$ cat src/rtl/alarm_clock_pkg.sv
// rtl/alarm_clock_pkg.sv - shared types and digit limits for the alarm clock keypad entry path
//
// Contents:
//   entry_state_t  : entry sequencer states (IDLE, ENTRY, COMMIT)
//   MAX_*          : per-position BCD limits for 24-hour HH:MM entry
//   MODE_ALARM/TIME: entry target selection
//   digit_limit()  : largest legal digit for a position, given the stored ms_hr
package alarm_clock_pkg;

    typedef enum logic [1:0] {
        ST_IDLE   = 2'd0,
        ST_ENTRY  = 2'd1,
        ST_COMMIT = 2'd2
    } entry_state_t;

    localparam logic [3:0] MAX_MS_HR    = 4'd2;
    localparam logic [3:0] MAX_LS_HR    = 4'd9;
    localparam logic [3:0] MAX_LS_HR_20 = 4'd3;
    localparam logic [3:0] MAX_MS_MIN   = 4'd5;
    localparam logic [3:0] MAX_LS_MIN   = 4'd9;

    localparam logic MODE_ALARM = 1'b1;
    localparam logic MODE_TIME  = 1'b0;

    // Hours 20-23 restrict the units-of-hour digit to 0-3.
    function automatic logic [3:0] digit_limit(input logic [1:0] pos, input logic [3:0] ms_hr);
        logic [3:0] lim;
        lim = MAX_LS_MIN;
        case (pos)
            2'd0: lim = MAX_MS_HR;
            2'd1: lim = (ms_hr == MAX_MS_HR) ? MAX_LS_HR_20 : MAX_LS_HR;
            2'd2: lim = MAX_MS_MIN;
            2'd3: lim = MAX_LS_MIN;
            default: lim = MAX_LS_MIN;
        endcase
        return lim;
    endfunction

endpackage

$ cat src/rtl/alarm_entry_ctrl_timer.sv
// rtl/alarm_entry_ctrl_timer.sv - clearable inactivity up-counter with terminal-count flag
//
// Ports:
//   clock  : system clock, rising edge
//   reset  : synchronous active-low reset
//   enable : count while high, hold otherwise
//   clear  : synchronous clear to 0 (overrides enable)
//   tc     : high while enabled and the count sits at TIMEOUT_CYCLES-1
module entry_timer #(
    parameter int TIMEOUT_CYCLES = 1000,
    parameter int TMR_W          = $clog2(TIMEOUT_CYCLES)
) (
    input  logic clock,
    input  logic reset,
    input  logic enable,
    input  logic clear,
    output logic tc
);

    logic [TMR_W-1:0] count;

    always_ff @(posedge clock) begin
        if (!reset || clear) begin
            count <= '0;
        end else if (enable) begin
            count <= count + 1'b1;
        end
    end

    assign tc = enable && (count == TMR_W'(TIMEOUT_CYCLES - 1));

endmodule

$ cat src/rtl/alarm_entry_ctrl.sv
// rtl/alarm_entry_ctrl.sv - keypad HH:MM entry sequencer feeding alarm_reg and the time-load path
//
// Ports:
//   clock, reset            : system clock; synchronous active-low reset
//   key[3:0], key_valid     : keypad digit and its one-cycle qualifier
//   alarm_button            : strobe, start (or restart) alarm entry
//   time_button             : strobe, start (or restart) time entry
//   new_ms_hr..new_ls_min   : entry buffer, stable in IDLE for the load target
//   load_new_alarm          : one-cycle load strobe to alarm_reg
//   load_new_time           : one-cycle load strobe to the time counter
//   entry_active            : high from entry start through the COMMIT cycle
//   entry_mode              : 1 = alarm, 0 = time
//   entry_error             : one-cycle pulse on a rejected digit
//   entry_timeout           : one-cycle pulse when an idle entry is abandoned
module alarm_entry_ctrl
    import alarm_clock_pkg::*;
#(
    parameter int TIMEOUT_CYCLES = 1000,
    parameter int TMR_W          = $clog2(TIMEOUT_CYCLES)
) (
    input  logic       clock,
    input  logic       reset,
    input  logic [3:0] key,
    input  logic       key_valid,
    input  logic       alarm_button,
    input  logic       time_button,
    output logic [3:0] new_ms_hr,
    output logic [3:0] new_ls_hr,
    output logic [3:0] new_ms_min,
    output logic [3:0] new_ls_min,
    output logic       load_new_alarm,
    output logic       load_new_time,
    output logic       entry_active,
    output logic       entry_mode,
    output logic       entry_error,
    output logic       entry_timeout
);

    entry_state_t state;
    logic [1:0]   pos;
    logic         button;
    logic         sel_mode;
    logic         digit_ok;
    logic         in_entry;
    logic         timer_clear;
    logic         timer_tc;

    assign button   = alarm_button | time_button;
    assign sel_mode = alarm_button ? MODE_ALARM : MODE_TIME;
    assign in_entry = (state == ST_ENTRY);
    // Limits are all <= 9, so codes 10-15 fail this compare without a separate check.
    assign digit_ok = (key <= digit_limit(pos, new_ms_hr));

    // Any keypress (even a rejected one) counts as activity; leaving ENTRY
    // for any reason also parks the counter at zero.
    assign timer_clear = !in_entry || button || key_valid || timer_tc;

    entry_timer #(
        .TIMEOUT_CYCLES (TIMEOUT_CYCLES),
        .TMR_W          (TMR_W)
    ) u_timer (
        .clock  (clock),
        .reset  (reset),
        .enable (in_entry),
        .clear  (timer_clear),
        .tc     (timer_tc)
    );

    always_ff @(posedge clock) begin
        if (!reset) begin
            state          <= ST_IDLE;
            pos            <= 2'd0;
            entry_mode     <= MODE_TIME;
            new_ms_hr      <= 4'd0;
            new_ls_hr      <= 4'd0;
            new_ms_min     <= 4'd0;
            new_ls_min     <= 4'd0;
            load_new_alarm <= 1'b0;
            load_new_time  <= 1'b0;
            entry_active   <= 1'b0;
            entry_error    <= 1'b0;
            entry_timeout  <= 1'b0;
        end else begin
            load_new_alarm <= 1'b0;
            load_new_time  <= 1'b0;
            entry_error    <= 1'b0;
            entry_timeout  <= 1'b0;

            case (state)
                ST_IDLE, ST_ENTRY: begin
                    if (button) begin
                        // Start or restart; a key on the same edge is dropped.
                        state        <= ST_ENTRY;
                        entry_active <= 1'b1;
                        entry_mode   <= sel_mode;
                        pos          <= 2'd0;
                        new_ms_hr    <= 4'd0;
                        new_ls_hr    <= 4'd0;
                        new_ms_min   <= 4'd0;
                        new_ls_min   <= 4'd0;
                    end else if (in_entry && key_valid) begin
                        if (digit_ok) begin
                            case (pos)
                                2'd0: new_ms_hr  <= key;
                                2'd1: new_ls_hr  <= key;
                                2'd2: new_ms_min <= key;
                                default: new_ls_min <= key;
                            endcase
                            // Position wraps to 0 after the last digit.
                            pos <= pos + 2'd1;
                            if (pos == 2'd3) begin
                                state <= ST_COMMIT;
                            end
                        end else begin
                            entry_error <= 1'b1;
                        end
                    end else if (in_entry && timer_tc) begin
                        state         <= ST_IDLE;
                        entry_active  <= 1'b0;
                        entry_timeout <= 1'b1;
                        pos           <= 2'd0;
                    end
                end

                ST_COMMIT: begin
                    if (entry_mode == MODE_ALARM) begin
                        load_new_alarm <= 1'b1;
                    end else begin
                        load_new_time <= 1'b1;
                    end
                    state        <= ST_IDLE;
                    entry_active <= 1'b0;
                end

                default: begin
                    state        <= ST_IDLE;
                    entry_active <= 1'b0;
                end
            endcase
        end
    end

endmodule

$ cat config.mk
export PLATFORM = sky130hd
export DESIGN_NAME = alarm_entry_ctrl
export DESIGN_NICKNAME = d
export VERILOG_FILES = /design/src/rtl/alarm_clock_pkg.sv /design/src/rtl/alarm_entry_ctrl_timer.sv /design/src/rtl/alarm_entry_ctrl.sv
export SDC_FILE = /design/constraint.sdc
export NUM_CORES = 1
export LEC_CHECK = 0
export ABC_AREA = 1
export CORE_ASPECT_RATIO = 0.6
export CORE_MARGIN = 4
export CORE_UTILIZATION = 50
export CTS_CLUSTER_DIAMETER = 30
export CTS_CLUSTER_SIZE = 16
export DETAILED_ROUTE_END_ITERATION = 8
export GPL_ROUTABILITY_DRIVEN = 0
export PLACE_DENSITY = 0.75
export SLEW_MARGIN = 20
export SYNTH_ARGS = -nofsm -noshare
export SYNTH_HDL_FRONTEND = slang
export SYNTH_HIERARCHICAL = 1
export SYNTH_SLANG_ARGS = --single-unit
export TNS_END_PERCENT = 30
$ cat constraint.sdc
create_clock -name clock -period 3.8 [get_ports clock]
set_clock_uncertainty 0.15 [all_clocks]
set_input_delay 0.76 -clock clock [delete_from_list [all_inputs] [get_ports clock]]
set_output_delay 0.76 -clock clock [all_outputs]
set_load 0.01 [all_outputs]
==> results.py <==
metrics = {
    "logic_synthesis": {
        "syn-num-nets": 302,
        "yosysTopAreaCellShare": 0.362,
        "netlist_area_um2": 1990,
        "syn_inst": 283,
        "synthTopCellsByCount": "nand2_1 (74), inv_1 (49), dfxtp_1 (36)",
        "synth.avg_cell_area_um2": 7.03,
        "synth_ff_type": "dfxtp_1",
        "yosys.area.top_type": "dfxtp_1",
        "synthDistinctLibCells": 25,
        "ys_ff_latch": 36,
        "yosysSeqAreaShare": 0.362,
        "ys_top_cells_by_area": "dfxtp_1 (36%), nand2_1 (14%), inv_1 (9.3%)",
        "synth_edf_count": 0,
        "synthArstFlopShare": 0,
        "synth_most_common_cell": "nand2_1",
        "ys_warn_count": 6,
    },
    "worst_setup_path": {
        "slowest_stage": "nor4_1",
        "arrival_ns": 2.83,
        "critPathLaunchType": "flip-flop",
        "cp.required_ns": 3.83,
        "critPathTopFamily": "simple AND/OR/NAND/NOR gates",
        "path_class": "reg2reg",
        "crit_chain": "inv_1 > nor4_1 > o21ai_0 > o21ai_0 > inv_1 > ha_1 > nand2_1 > nand2_1 > nand2_1 > nand2_1 > nand3_4 > nand3_2 > a21oi_1 > nor2_1",
        "crit_fanout": 8,
        "critPathBufInv": 2,
        "endpoint_kind": "flip-flop",
        "crit_path_max_incr_delay_ns": 0.50,
        "cp_common_cell": "nand2_1",
    },
    "hold_path": {
        "hold_path.class": "reg2reg",
    },
    "timing": {
        "period_minus_slack_ns": 2.80,
        "worstMarginPinSlew_ns": 0.581,
        "rsz0062_at_grt": "false",
        "setup_violations": 0,
        "final.setup.tns_ns": 0,
        "slew_headroom": 0.609,
        "maxSlewViolCount": 0,
        "max_freq_ghz": 0.358,
        "final-hold-violation-count": 0,
        "fin_crit_sh": 0.736,
    },
    "floorplanning": {
        "initial_core_util": 0.531,
        "die_w_um": 89.4,
        "pin_count": 31,
        "fp.dieArea_um2": 5080,
        "dieHeight_um": 56.8,
        "rows": 17,
        "core_area_um2": 3740,
    },
    "power": {
        "ir_drop_mv": 0.201,
        "power.switching_uw": 230,
        "clock_power_share": 0.397,
        "p_seq_frac": 0.438,
        "p_comb_frac": 0.165,
        "p_int_uw": 693,
        "p_leak_nw": 1.10,
        "p_per_area_nw_per_um2": 377,
        "p_sw_frac": 0.249,
        "power_uw": 923,
    },
    "clocking": {
        "cts_tree": "done",
        "cts_num_sinks": 36,
        "clk_pin_slew_ns": 0.07,
        "cts_setup_buffers": 0,
        "cts_hold_buffers": 0,
        "clk_path_buf_depth": 2,
        "root_buffer": "clkbuf_8",
        "cts_made_buffers": 5,
        "cts-htree-levels": 2,
        "clock_latency_ns": 0.29,
        "cts_resized": 0,
    },
    "status": {
        "status": "finished, final reports clean",
    },
    "placement": {
        "port_buffers": 30,
        "post-place-cells": 356,
        "placed_area_um2": 2320,
        "dp_hpwl_um": 3260,
    },
    "detailed_routing": {
        "via_count": 1795,
        "drc_errors": 0,
        "via_per_inst": 4.93,
        "wl_per_cell_um": 12.2,
        "routed_wl_um": 4440,
        "first_pass_iters": 4,
        "ant_nets": 0,
        "drtIter0Drc": 99,
    },
    "final_layout": {
        "insertedDiodeCount": 0,
        "stdcell_count": 364,
        "fin_nets": 335,
        "area_delta_synth_final_pct": 23.2,
        "design_area_um2": 2450,
        "drive_above_1_share": 0.0883,
    },
    "grt": {
        "overflow": 0,
        "grt_usage": 0.191,
        "grt_pass1_wl_um": 7600,
        "grt_max_degree": 29,
        "grt_pass1_vias": 1560,
        "antenna_found_initial": 0,
    },
    "job": {
        "drv_cap": 0,
    },
}
## area by class of cell
class / count / area [µm²]
Tap cell: 47 / 58.8
Sequential cell: 36 / 721
Timing Repair Buffer: 31 / 308
Fill cell: 312 / 1290
Clock inverter: 1 / 30.0
Inverter: 50 / 190
Multi-Input combinational cell: 192 / 1040
Clock buffer: 7 / 96.3
## placed cells by master, fill, tap and decap left out, types with 2 or more instances in the layout
| cell | instances |
|---|---|
| nand2_1 | 74 |
| inv_1 | 49 |
| dfxtp_1 | 36 |
| nor2_1 | 34 |
| clkdlybuf4s50_1 | 30 |
| a21oi_1 | 23 |
| ha_1 | 10 |
| nand4_1 | 9 |
| o21ai_0 | 7 |
| nand3_1 | 7 |
| clkbuf_8 | 7 |
| nor3_1 | 6 |
| nand3_4 | 5 |
| nor4_1 | 3 |
| nand2_2 | 3 |
| o21ai_2 | 3 |
| nand3_2 | 2 |
## sequential cells by signal, indices dropped and copies added, names as in the netlist, 2 cells and up
name,cells
u_timer/count,10
new_ms_min,4
pos,2
new_ls_min,4
new_ls_hr,4
state,2
new_ms_hr,4
## final timing paths
| path | startpoint | end | slack, ns | depth (start not counted) |
|---|---|---|---|---|
| worst min register to register | entry_mode$_SDFFE_PN0P_ | load_new_alarm$_SDFF_PN0_ | 0.34 | 2 |
| worst min-delay path | entry_mode$_SDFFE_PN0P_ | load_new_alarm$_SDFF_PN0_ | 0.34 | 2 |
| worst max-delay path | new_ms_hr[1]$_SDFFE_PN0P_ | new_ms_min[2]$_SDFFE_PN0P_ | 1.00 | 14 |
| worst max register to register | new_ms_hr[1]$_SDFFE_PN0P_ | new_ms_min[2]$_SDFFE_PN0P_ | 1.00 | 14 |
## per-stage QoR
stage | utilization | hold slack, ns | setup WS [ns]
3_5_place_dp | 0.620 | 0.320 | 1.03
6_report | 0.654 | 0.343 | 1.00
2_1_floorplan | - | 0.307 | 1.54
3_3_place_gp | 0.620 | 0.320 | 1.02
4_1_cts | 0.654 | 0.345 | 1.02
5_1_grt | 0.654 | 0.385 | 0.783
## layer usage
metal | wire (µm) | GRT usage
met5 | 0 | 0
met4 | 38 | 0.0488
met3 | 381 | 0.0557
met2 | 1600 | 0.230
met1 | 2430 | 0.314
## power groups by stage
stage / Clock, mW / Sequential [mW] / Combinational [mW]
2_1_floorplan: 0 / 0.420 / 0.0844
3_3_place_gp: 0 / 0.413 / 0.150
3_5_place_dp: 0 / 0.414 / 0.151
4_1_cts: 0.374 / 0.405 / 0.152
5_1_grt: 0.393 / 0.407 / 0.170
6_report: 0.366 / 0.405 / 0.152
## tightest hold or removal path, cell delays in order, from the launching register on
cell	delay, ns
dfxtp_1	0.34
nand2_1	0.07
nor3_1	0.04
## cells by family after synthesis
logic type | synth area share
AOI/OAI and AO/OA | 0.0994
and+or+nand+nor | 0.363
adders and majority gates | 0.0629
DFF | 0.362
buffers and inverters | 0.112
(Power assumes the default switching activity.)
